==> config.mk <==
export PLATFORM = sky130hd
export DESIGN_NAME = count_sequencer
export DESIGN_NICKNAME = d
export VERILOG_FILES = /design/src/rtl/count_seq_pkg.sv /design/src/rtl/count_seq_core.sv /design/src/rtl/count_sequencer.sv
export SDC_FILE = /design/constraint.sdc
export NUM_CORES = 1
export LEC_CHECK = 0
export ABC_CLOCK_PERIOD_IN_PS = 8630
export CAP_MARGIN = 20
export CELL_PAD_IN_SITES_DETAIL_PLACEMENT = 1
export CELL_PAD_IN_SITES_GLOBAL_PLACEMENT = 1
export CORE_MARGIN = 2
export CORE_UTILIZATION = 40
export DETAILED_ROUTE_END_ITERATION = 7
export PLACE_DENSITY = 0.87
export SYNTH_ARGS = -nofsm -noshare
export SYNTH_HDL_FRONTEND = slang
export SYNTH_HIERARCHICAL = 1
export SYNTH_SLANG_ARGS = --single-unit
export TNS_END_PERCENT = 5
==> constraint.sdc <==
create_clock -name clk -period 8.63 [get_ports clk]
set_input_delay 1.726 -clock clk [delete_from_list [all_inputs] [get_ports clk]]
set_output_delay 1.726 -clock clk [all_outputs]
set_load 0.01 [all_outputs]
==> src/rtl/count_seq_pkg.sv <==
// count_seq_pkg: shared types for the count sequencer slice.
// Holds the controller state encoding and the direction constants used by
// both the controller and the counter core.
package count_seq_pkg;

  typedef enum logic [1:0] {
    IDLE = 2'd0,
    RUN  = 2'd1,
    HOLD = 2'd2
  } state_t;

  // Direction encoding: up counts toward all-ones, down counts toward zero.
  localparam logic DIR_UP   = 1'b0;
  localparam logic DIR_DOWN = 1'b1;

endpackage

==> src/rtl/count_seq_core.sv <==
// count_seq_core: WIDTH-bit up/down counter register for the count sequencer.
// Loads a value, steps by one in the selected direction, and reports whether
// the current value is the terminal value or one step away from it.
module count_seq_core
  import count_seq_pkg::*;
#(
  parameter int WIDTH = 4
) (
  input  logic             clk,
  input  logic             rst,
  input  logic             i_load,
  input  logic [WIDTH-1:0] i_loadValue,
  input  logic             i_step,
  input  logic             i_dir,
  output logic [WIDTH-1:0] o_q,
  output logic             o_atTerminal,
  output logic             o_preTerminal
);

  logic [WIDTH-1:0] r_q;
  logic [WIDTH-1:0] w_nextQ;
  logic [WIDTH-1:0] w_terminal;

  assign w_terminal = (i_dir == DIR_DOWN) ? '0 : '1;

  // Pick the next counter value: load wins over a step, otherwise hold.
  always_comb begin
    w_nextQ = r_q;
    if (i_load) begin
      w_nextQ = i_loadValue;
    end else if (i_step) begin
      w_nextQ = (i_dir == DIR_DOWN) ? (r_q - WIDTH'(1)) : (r_q + WIDTH'(1));
    end
  end

  // Counter register; cleared by synchronous reset.
  always_ff @(posedge clk) begin
    if (rst) begin
      r_q <= '0;
    end else begin
      r_q <= w_nextQ;
    end
  end

  assign o_q           = r_q;
  assign o_atTerminal  = (r_q == w_terminal);
  assign o_preTerminal = (i_dir == DIR_DOWN) ? (r_q == WIDTH'(1)) : (r_q == ~WIDTH'(1));

endmodule

==> src/rtl/count_sequencer.sv <==
// count_sequencer: commandable controller for a WIDTH-bit up/down counter.
// Accepts run commands over valid/ready, then loads, steps, holds, reloads
// or finishes, and reports busy, terminal-count and done pulses.
// Optional feature macro: COUNT_SEQ_PRESCALE_EN adds the prescale_div port
// and a prescaler that slows stepping to one step per prescale_div+1 cycles.
module count_sequencer
  import count_seq_pkg::*;
#(
  parameter int WIDTH = 4
`ifdef COUNT_SEQ_PRESCALE_EN
  ,
  parameter int PRESCALE_W = 8
`endif
) (
  input  logic                  clk,
  input  logic                  rst,
  input  logic                  cmd_valid,
  output logic                  cmd_ready,
  input  logic [WIDTH-1:0]      cmd_load,
  input  logic                  cmd_dir,
  input  logic                  cmd_auto,
`ifdef COUNT_SEQ_PRESCALE_EN
  input  logic [PRESCALE_W-1:0] prescale_div,
`endif
  input  logic                  hold,
  input  logic                  abort,
  output logic [WIDTH-1:0]      q,
  output logic                  busy,
  output logic                  tc,
  output logic                  done
);

  function automatic logic isTerminal(input logic [WIDTH-1:0] value, input logic dir);
    return (dir == DIR_DOWN) ? (value == '0) : (value == '1);
  endfunction

  state_t           r_state;
  state_t           w_nextState;
  logic [WIDTH-1:0] r_loadVal;
  logic             r_dir;
  logic             r_auto;
  logic             r_busy;
  logic             r_tc;
  logic             r_done;

  logic [WIDTH-1:0] w_loadValue;
  logic [WIDTH-1:0] w_q;
  logic             w_load;
  logic             w_step;
  logic             w_dirSel;
  logic             w_accept;
  logic             w_event;
  logic             w_hitTerm;
  logic             w_finish;
  logic             w_atTerm;
  logic             w_preTerm;
  logic             w_cmdAtTerm;
  logic             w_reloadAtTerm;
  logic             w_stepEn;

  assign cmd_ready      = (r_state == IDLE) && !rst && !abort;
  assign w_dirSel       = (r_state == IDLE) ? cmd_dir : r_dir;
  assign w_cmdAtTerm    = isTerminal(cmd_load, cmd_dir);
  assign w_reloadAtTerm = isTerminal(r_loadVal, r_dir);

`ifdef COUNT_SEQ_PRESCALE_EN
  logic [PRESCALE_W-1:0] r_div;
  logic [PRESCALE_W-1:0] r_pre;
  logic                  w_active;

  assign w_active = (r_state == RUN) || (r_state == HOLD);
  assign w_stepEn = (r_pre == r_div);

  // Prescaler counts enabled run cycles and clears on expiry, load and abort.
  always_ff @(posedge clk) begin
    if (rst) begin
      r_pre <= '0;
    end else if (abort || w_accept) begin
      r_pre <= '0;
    end else if (w_active && !hold) begin
      r_pre <= w_stepEn ? '0 : (r_pre + PRESCALE_W'(1));
    end
  end
`else
  assign w_stepEn = 1'b1;
`endif

  count_seq_core #(
    .WIDTH(WIDTH)
  ) u_core (
    .clk          (clk),
    .rst          (rst),
    .i_load       (w_load),
    .i_loadValue  (w_loadValue),
    .i_step       (w_step),
    .i_dir        (w_dirSel),
    .o_q          (w_q),
    .o_atTerminal (w_atTerm),
    .o_preTerminal(w_preTerm)
  );

  // Next-state and counter control: abort first, then handshake or stepping.
  always_comb begin
    w_nextState = r_state;
    w_load      = 1'b0;
    w_loadValue = r_loadVal;
    w_step      = 1'b0;
    w_accept    = 1'b0;
    w_event     = 1'b0;
    w_hitTerm   = 1'b0;
    w_finish    = 1'b0;
    if (abort) begin
      w_nextState = IDLE;
    end else begin
      case (r_state)
        IDLE: begin
          if (cmd_valid && cmd_ready) begin
            w_accept    = 1'b1;
            w_load      = 1'b1;
            w_loadValue = cmd_load;
            w_event     = 1'b1;
            w_hitTerm   = w_cmdAtTerm;
            w_finish    = !cmd_auto && w_cmdAtTerm;
            w_nextState = w_finish ? IDLE : RUN;
          end
        end
        RUN, HOLD: begin
          if (hold) begin
            w_nextState = HOLD;
          end else begin
            w_nextState = RUN;
            if (w_stepEn) begin
              if (!w_atTerm) begin
                w_step    = 1'b1;
                w_event   = 1'b1;
                w_hitTerm = w_preTerm;
              end else if (r_auto) begin
                w_load    = 1'b1;
                w_event   = 1'b1;
                w_hitTerm = w_reloadAtTerm;
              end else begin
                w_nextState = IDLE;
              end
              if (!r_auto && w_event && w_hitTerm) begin
                w_finish    = 1'b1;
                w_nextState = IDLE;
              end
            end
          end
        end
        default: w_nextState = IDLE;
      endcase
    end
  end

  // State, status pulses and the command latch captured at the handshake.
  always_ff @(posedge clk) begin
    if (rst) begin
      r_state   <= IDLE;
      r_busy    <= 1'b0;
      r_tc      <= 1'b0;
      r_done    <= 1'b0;
      r_loadVal <= '0;
      r_dir     <= 1'b0;
      r_auto    <= 1'b0;
`ifdef COUNT_SEQ_PRESCALE_EN
      r_div     <= '0;
`endif
    end else begin
      r_state <= w_nextState;
      r_busy  <= (w_nextState != IDLE);
      r_tc    <= w_event && w_hitTerm;
      r_done  <= w_finish;
      if (w_accept) begin
        r_loadVal <= cmd_load;
        r_dir     <= cmd_dir;
        r_auto    <= cmd_auto;
`ifdef COUNT_SEQ_PRESCALE_EN
        r_div     <= prescale_div;
`endif
      end
    end
  end

  assign q    = w_q;
  assign busy = r_busy;
  assign tc   = r_tc;
  assign done = r_done;

endmodule

# Yosys cells after proc, flatten, opt, wreduce, memory -nomap -nowiden
# Index checks and enable logic that the tools add are counted.
dict set report op_classes {
  add_sub_neg 2
  n_mux 51
  n_eq_ne 7
  reduce_logical 18
}
# cell count
set op_table {}
lappend op_table {{1-bit 2-to-1 mux} 35}
lappend op_table {{4-bit 2-to-1 mux} 7}
lappend op_table {{4-bit == test (second input constant)} 3}
lappend op_table {{4-bit zero test} 2}
lappend op_table {{2-bit 2-to-1 mux} 4}
lappend op_table {{1-bit one-hot mux with 2 select lines} 4}
lappend op_table {{1-bit logical AND} 7}
lappend op_table {{4-bit by 1-bit adder with 4-bit output (second input constant)} 1}
lappend op_table {{4-bit by 1-bit == test with 1-bit output (second input constant)} 1}
lappend op_table {{4-bit == test} 1}
lappend op_table {{1-bit zero test} 4}
lappend op_table {{2-bit one-hot mux with 2 select lines} 1}
lappend op_table {{2-bit nonzero test} 2}
lappend op_table {{2-bit OR reduction} 2}
lappend op_table {{4-bit by 1-bit subtractor with 4-bit output (second input constant)} 1}
lappend op_table {{2-bit by 1-bit == test with 1-bit output (second input constant)} 1}
lappend op_table {{2-bit == test (second input constant)} 1}
lappend op_table {{2-bit zero test} 1}
dict set report word_totals {
  inputBits 11
  ff_bits 15
  word_cells 86
}

# Depth between registers and ports, before layout
dict set report depth {
  depth_word 15
  depth_mapped 12
  depth_no_buf 11
}

# Modules after synthesis
# The synthesis kept the hierarchy.
# mod seq_area_each_um2 cells_per_inst n_inst area_each_um2
set modules_own_cells {}
lappend modules_own_cells {count_sequencer 220.2 77 1 621.8}
lappend modules_own_cells {count_seq_core 80.1 41 1 386.6}

# Worst setup path before layout
# OpenSTA, ideal clock, no wires.
dict set report synth_path {
  path_type {input to register}
  start {in cmd_dir}
  end {reg u_core.r_q[2] (netlist: u_core/o_q[2])}
  path_stages 9
  arrival_time_ns 3.734
  slack_ns 4.773
  t_required_ns 8.507
  n_path_buf 1
  path_cell_list {mux2_2 > or2b_1 > o41ai_1 > a31oi_1 > nor3_1 > buf_6 > nor3_1 > and3_1 > a311o_2}
}
dict set report synth_via {
  elab_chain_cells 8
  elab_cells_between_ends 15
}
# element line
set synth_lines {}
lappend synth_lines {{start: declaration} count_sequencer.sv:20} ;# input logic cmd_dir,
lappend synth_lines {{1-bit 2-to-1 mux (*)} count_sequencer.sv:62} ;# assign w_dirSel = (r_state == IDLE) ? cmd_dir : r_dir;
lappend synth_lines {{4-bit 2-to-1 mux (*)} count_seq_core.sv:24} ;# assign w_terminal = (i_dir == DIR_DOWN) ? '0 : '1;
lappend synth_lines {{4-bit == test (*)} count_seq_core.sv:46} ;# assign o_atTerminal = (r_q == w_terminal);
lappend synth_lines {{net w_atTerm} count_sequencer.sv:55} ;# logic w_atTerm;
lappend synth_lines {{1-bit 2-to-1 mux (*)} count_sequencer.sv:133} ;# if (!w_atTerm) begin
lappend synth_lines {{1-bit 2-to-1 mux (*)} count_sequencer.sv:128} ;# if (hold) begin
lappend synth_lines {{1-bit one-hot mux with 2 select lines (*)} count_sequencer.sv:115} ;# case (r_state)
lappend synth_lines {{1-bit 2-to-1 mux (*)} count_sequencer.sv:112} ;# if (abort) begin
lappend synth_lines {{net w_load} count_sequencer.sv:48} ;# logic w_load;
lappend synth_lines {{4-bit 2-to-1 mux or 2-bit nonzero test (tied branches)} --}
lappend synth_lines {{end signal: assignment} count_seq_core.sv:41} ;# r_q <= w_nextQ;
lappend synth_lines {{end: declaration} count_seq_core.sv:20} ;# logic [WIDTH-1:0] r_q;
# The timed path passes the listed nets; every way through them passes the cells marked *. The select of a mux whose other input is x is not followed.
# A chain may end at the register's enable or synchronous reset.

# Worst setup path after layout
dict set report layout_path {
  start {in rst}
  end {out cmd_ready}
}
dict set report layout_via {
  elab_chain_cells 3
}
# element line
set layout_lines {}
lappend layout_lines {{start: declaration} count_sequencer.sv:16} ;# input logic rst,
lappend layout_lines {{1-bit zero test} count_sequencer.sv:61} ;# assign cmd_ready = (r_state == IDLE) && !rst && !abort;
lappend layout_lines {{1-bit logical AND (2 in a row)} count_sequencer.sv:61}
lappend layout_lines {{end: declaration} count_sequencer.sv:18} ;# output logic cmd_ready,
# No other way between the ends.

==> summary.txt <==
Met3 Routed Length - 105 um
Synth top area share - 0.298
die area - 2940 sq um
CTS tree - done
largest family of logic cells by synthesized area - simple AND/OR/NAND/NOR gates
HP Class - flip-flop to flip-flop
total chip power - 0.140 mW
antenna cells - 0
Post-synth EDFFs - 0
PortBufs - 18
Mapped Cells - 118
initial core utilization - 0.415
Met2 Routed Length - 1390 um
Top FF cell, synth - dfxtp_1
Post-CTS Setup Inserts - 0
post-synthesis xor/xnor area fraction - 0.0174
routed len/inst - 16.2 um
FP Rows - 18
worst reg2reg path startpoint - r_state[1]
mux contribution to synthesized area - 0.0459
Max VDD drop - 0.0761 mV
average via count per standard cell - 5.74
number of global-route vias before repair - 956
largest net degree at the start of global routing - 18
Max Used Layer - met4
Via Count - 959
share of cells above drive strength 1 - 0.0730
most frequent cells in the layout - 19 x nand2_1, 18 x clkdlybuf4s50_1, 15 x dfxtp_1
Post-synth ARST share - 0
compound-cell area share of the yosys netlist - 0.202
FF-to-FF End - u_core/o_q[2]
synth unique cells - 47
Worst Reg-to-Reg Cells - 11
final-report setup violation count - 0
unrepaired setup endpoints after global routing - no
placed cell areas - 1200 sq um
CTS clk-pin slew, worst paths - 0.09 ns
Placeable Area - 2430 sq um
DP HPWL - 2020 um
commonest non-fill, non-tap cell in the layout - nand2_1
Max Cap Violations - 0
initial antenna violation count - 0
total grt overflow - 0
I/O pins - 19
CTS max path bufs - 2
fmax - 196 MHz
Lkg Pwr - 0.463 nW
Hold Violations, Final - 0
met1 WL - 1170 um
clk root buf - clkbuf_4
Synth Warn # - 6
# DRC - 0
Post-Synth Adder-Cell Area - 0.0744
Final Instance Area - 1230 sq um
Die W - 54.2 um
starting DRC count in detailed routing - 5
crit path capture - cmd_ready
skew final - 0.00243 ns
Final Max Tran Viols - 0
final cell count without fillers - 167
H-tree levels - 1
crit path max fanout - 17
synthesized net count - 135
CP arrival - 3.37 ns
final period utilization - 0.591
syn avg cell area - 8.55 sq um
CTS Hold Bufs - 0
slack of the worst reg-to-reg path - 5.20 ns
Tmin final - 5.10 ns
Seq/Total Area, Yosys - 0.298
power per standard cell area - 114 nW/um^2
Max transition margin - 0.326
final-stage net count - 155
layout overhead on the synthesized area - 22.1%
TNS Setup - 0 ns
mapped cell area - 1010 sq um
CP Capture Type - output pin
routed wire length - 2700 um
Crit Path Category - input pin to output pin
Worst Setup SP - rst
flops & latches, synth - 15
Die Y - 54.2 um
gpl congestion - 0.751
status - completed
Fin Hold WS - 0.509 ns
ranking of synthesized cells by area - dfxtp_1 30%, ha_1 7.4%, nand2_1 7.1%, a21oi_1 5.5%, a2111oi_4 2.7%
worst slew pin tran - 0.997 ns
Global Route Usage Sum - 0.215
first-pass detailed-route iteration total - 4
Synth Area in Simple Gates - 0.308
crit start category - input pin
Post-Place Cells - 163
total CTS buffers - 3
Yosys top cell by area - dfxtp_1
Req. time, crit path - 6.90 ns
first-pass GRT wire length - 4530 um
Routed Antenna Nets - 0
latest clock arrival within the worst-skew pair - 0.29 ns
clock sinks - 15
PostCTS Resize Cnt - 0
## metrics by stage
| stage | utilization | setup slack [ns] |
|---|---|---|
| floorplan | - | 4.77 |
| global placement | 0.495 | 3.58 |
| detailed placement | 0.495 | 3.53 |
| CTS | 0.506 | 3.53 |
| global route | 0.506 | 3.43 |
| finish | 0.506 | 3.53 |
## layout make-up
cell class | count | area [sq um]
Clock buffer | 4 | 26.3
Fill cell | 311 | 1200
Inverter | 7 | 26.3
Multi-Input combinational cell | 92 | 653
Sequential cell | 15 | 300
Tap cell | 30 | 37.5
Timing Repair Buffer | 19 | 188
## worst min path at each step
stage / end / slack (ns) / startpoint / depth (start not counted)
after floorplan: r_dir / 0.46 / r_dir / 2
after global routing: r_loadVal[0] / 0.56 / r_loadVal[0] / 2
after global placement: r_dir / 0.48 / r_dir / 2
after CTS: r_loadVal[1] / 0.51 / r_loadVal[1] / 2
after detailed placement: r_loadVal[0] / 0.50 / r_loadVal[0] / 2
final: r_loadVal[1] / 0.51 / r_loadVal[1] / 2
## synth_stat cells, types with 2 or more instances
library cell   n
inv_1          7
or3_1          3
nor3_1         4
or4b_1         2
nand4b_1       2
nand4_1        2
a31oi_1        2
nand2_1       19
dfxtp_1       15
ha_1           6
a21oi_1       11
mux2i_1        2
buf_2          2
nor2_1         6
o21ai_0        2
a32oi_1        2
## worst max-delay path, stage by stage
cell and delay (ns):
clkdlybuf4s50_1 0.74, nor3b_2 0.33, clkdlybuf4s50_1 0.57
## registers in the layout, summed over array words and instances, names as in the netlist
signal      count
r_dir           1
tc              1
busy            1
r_loadVal       4
done            1
r_state         2
u_core/o_q      4
r_auto          1
## power by group
part	internal (mW)	leakage (nW)	switching [mW]	total, mW
Sequential	0.0708	0.121	0.00173	0.0725
Combinational	0.0120	0.327	0.0130	0.0250
Clock	0.0180	0.0150	0.0245	0.0425
Total	0.101	0.463	0.0393	0.140
## metal layers
metal,up-vias,GRT usage
met3,5,0.0246
met5,-,0
li1,472,-
met1,458,0.266
met2,24,0.384
met4,0,0.0750
## kinds of logic (layout without fill, tap and decap cells)
family	after synthesis	count (layout)
xor+xnor	2	2
simple gates	53	53
compound gates	27	27
mux	4	4
fa+ha+maj	6	6
flops	15	15
buf+inv	11	30
Power figures use the tool's default switching activity.
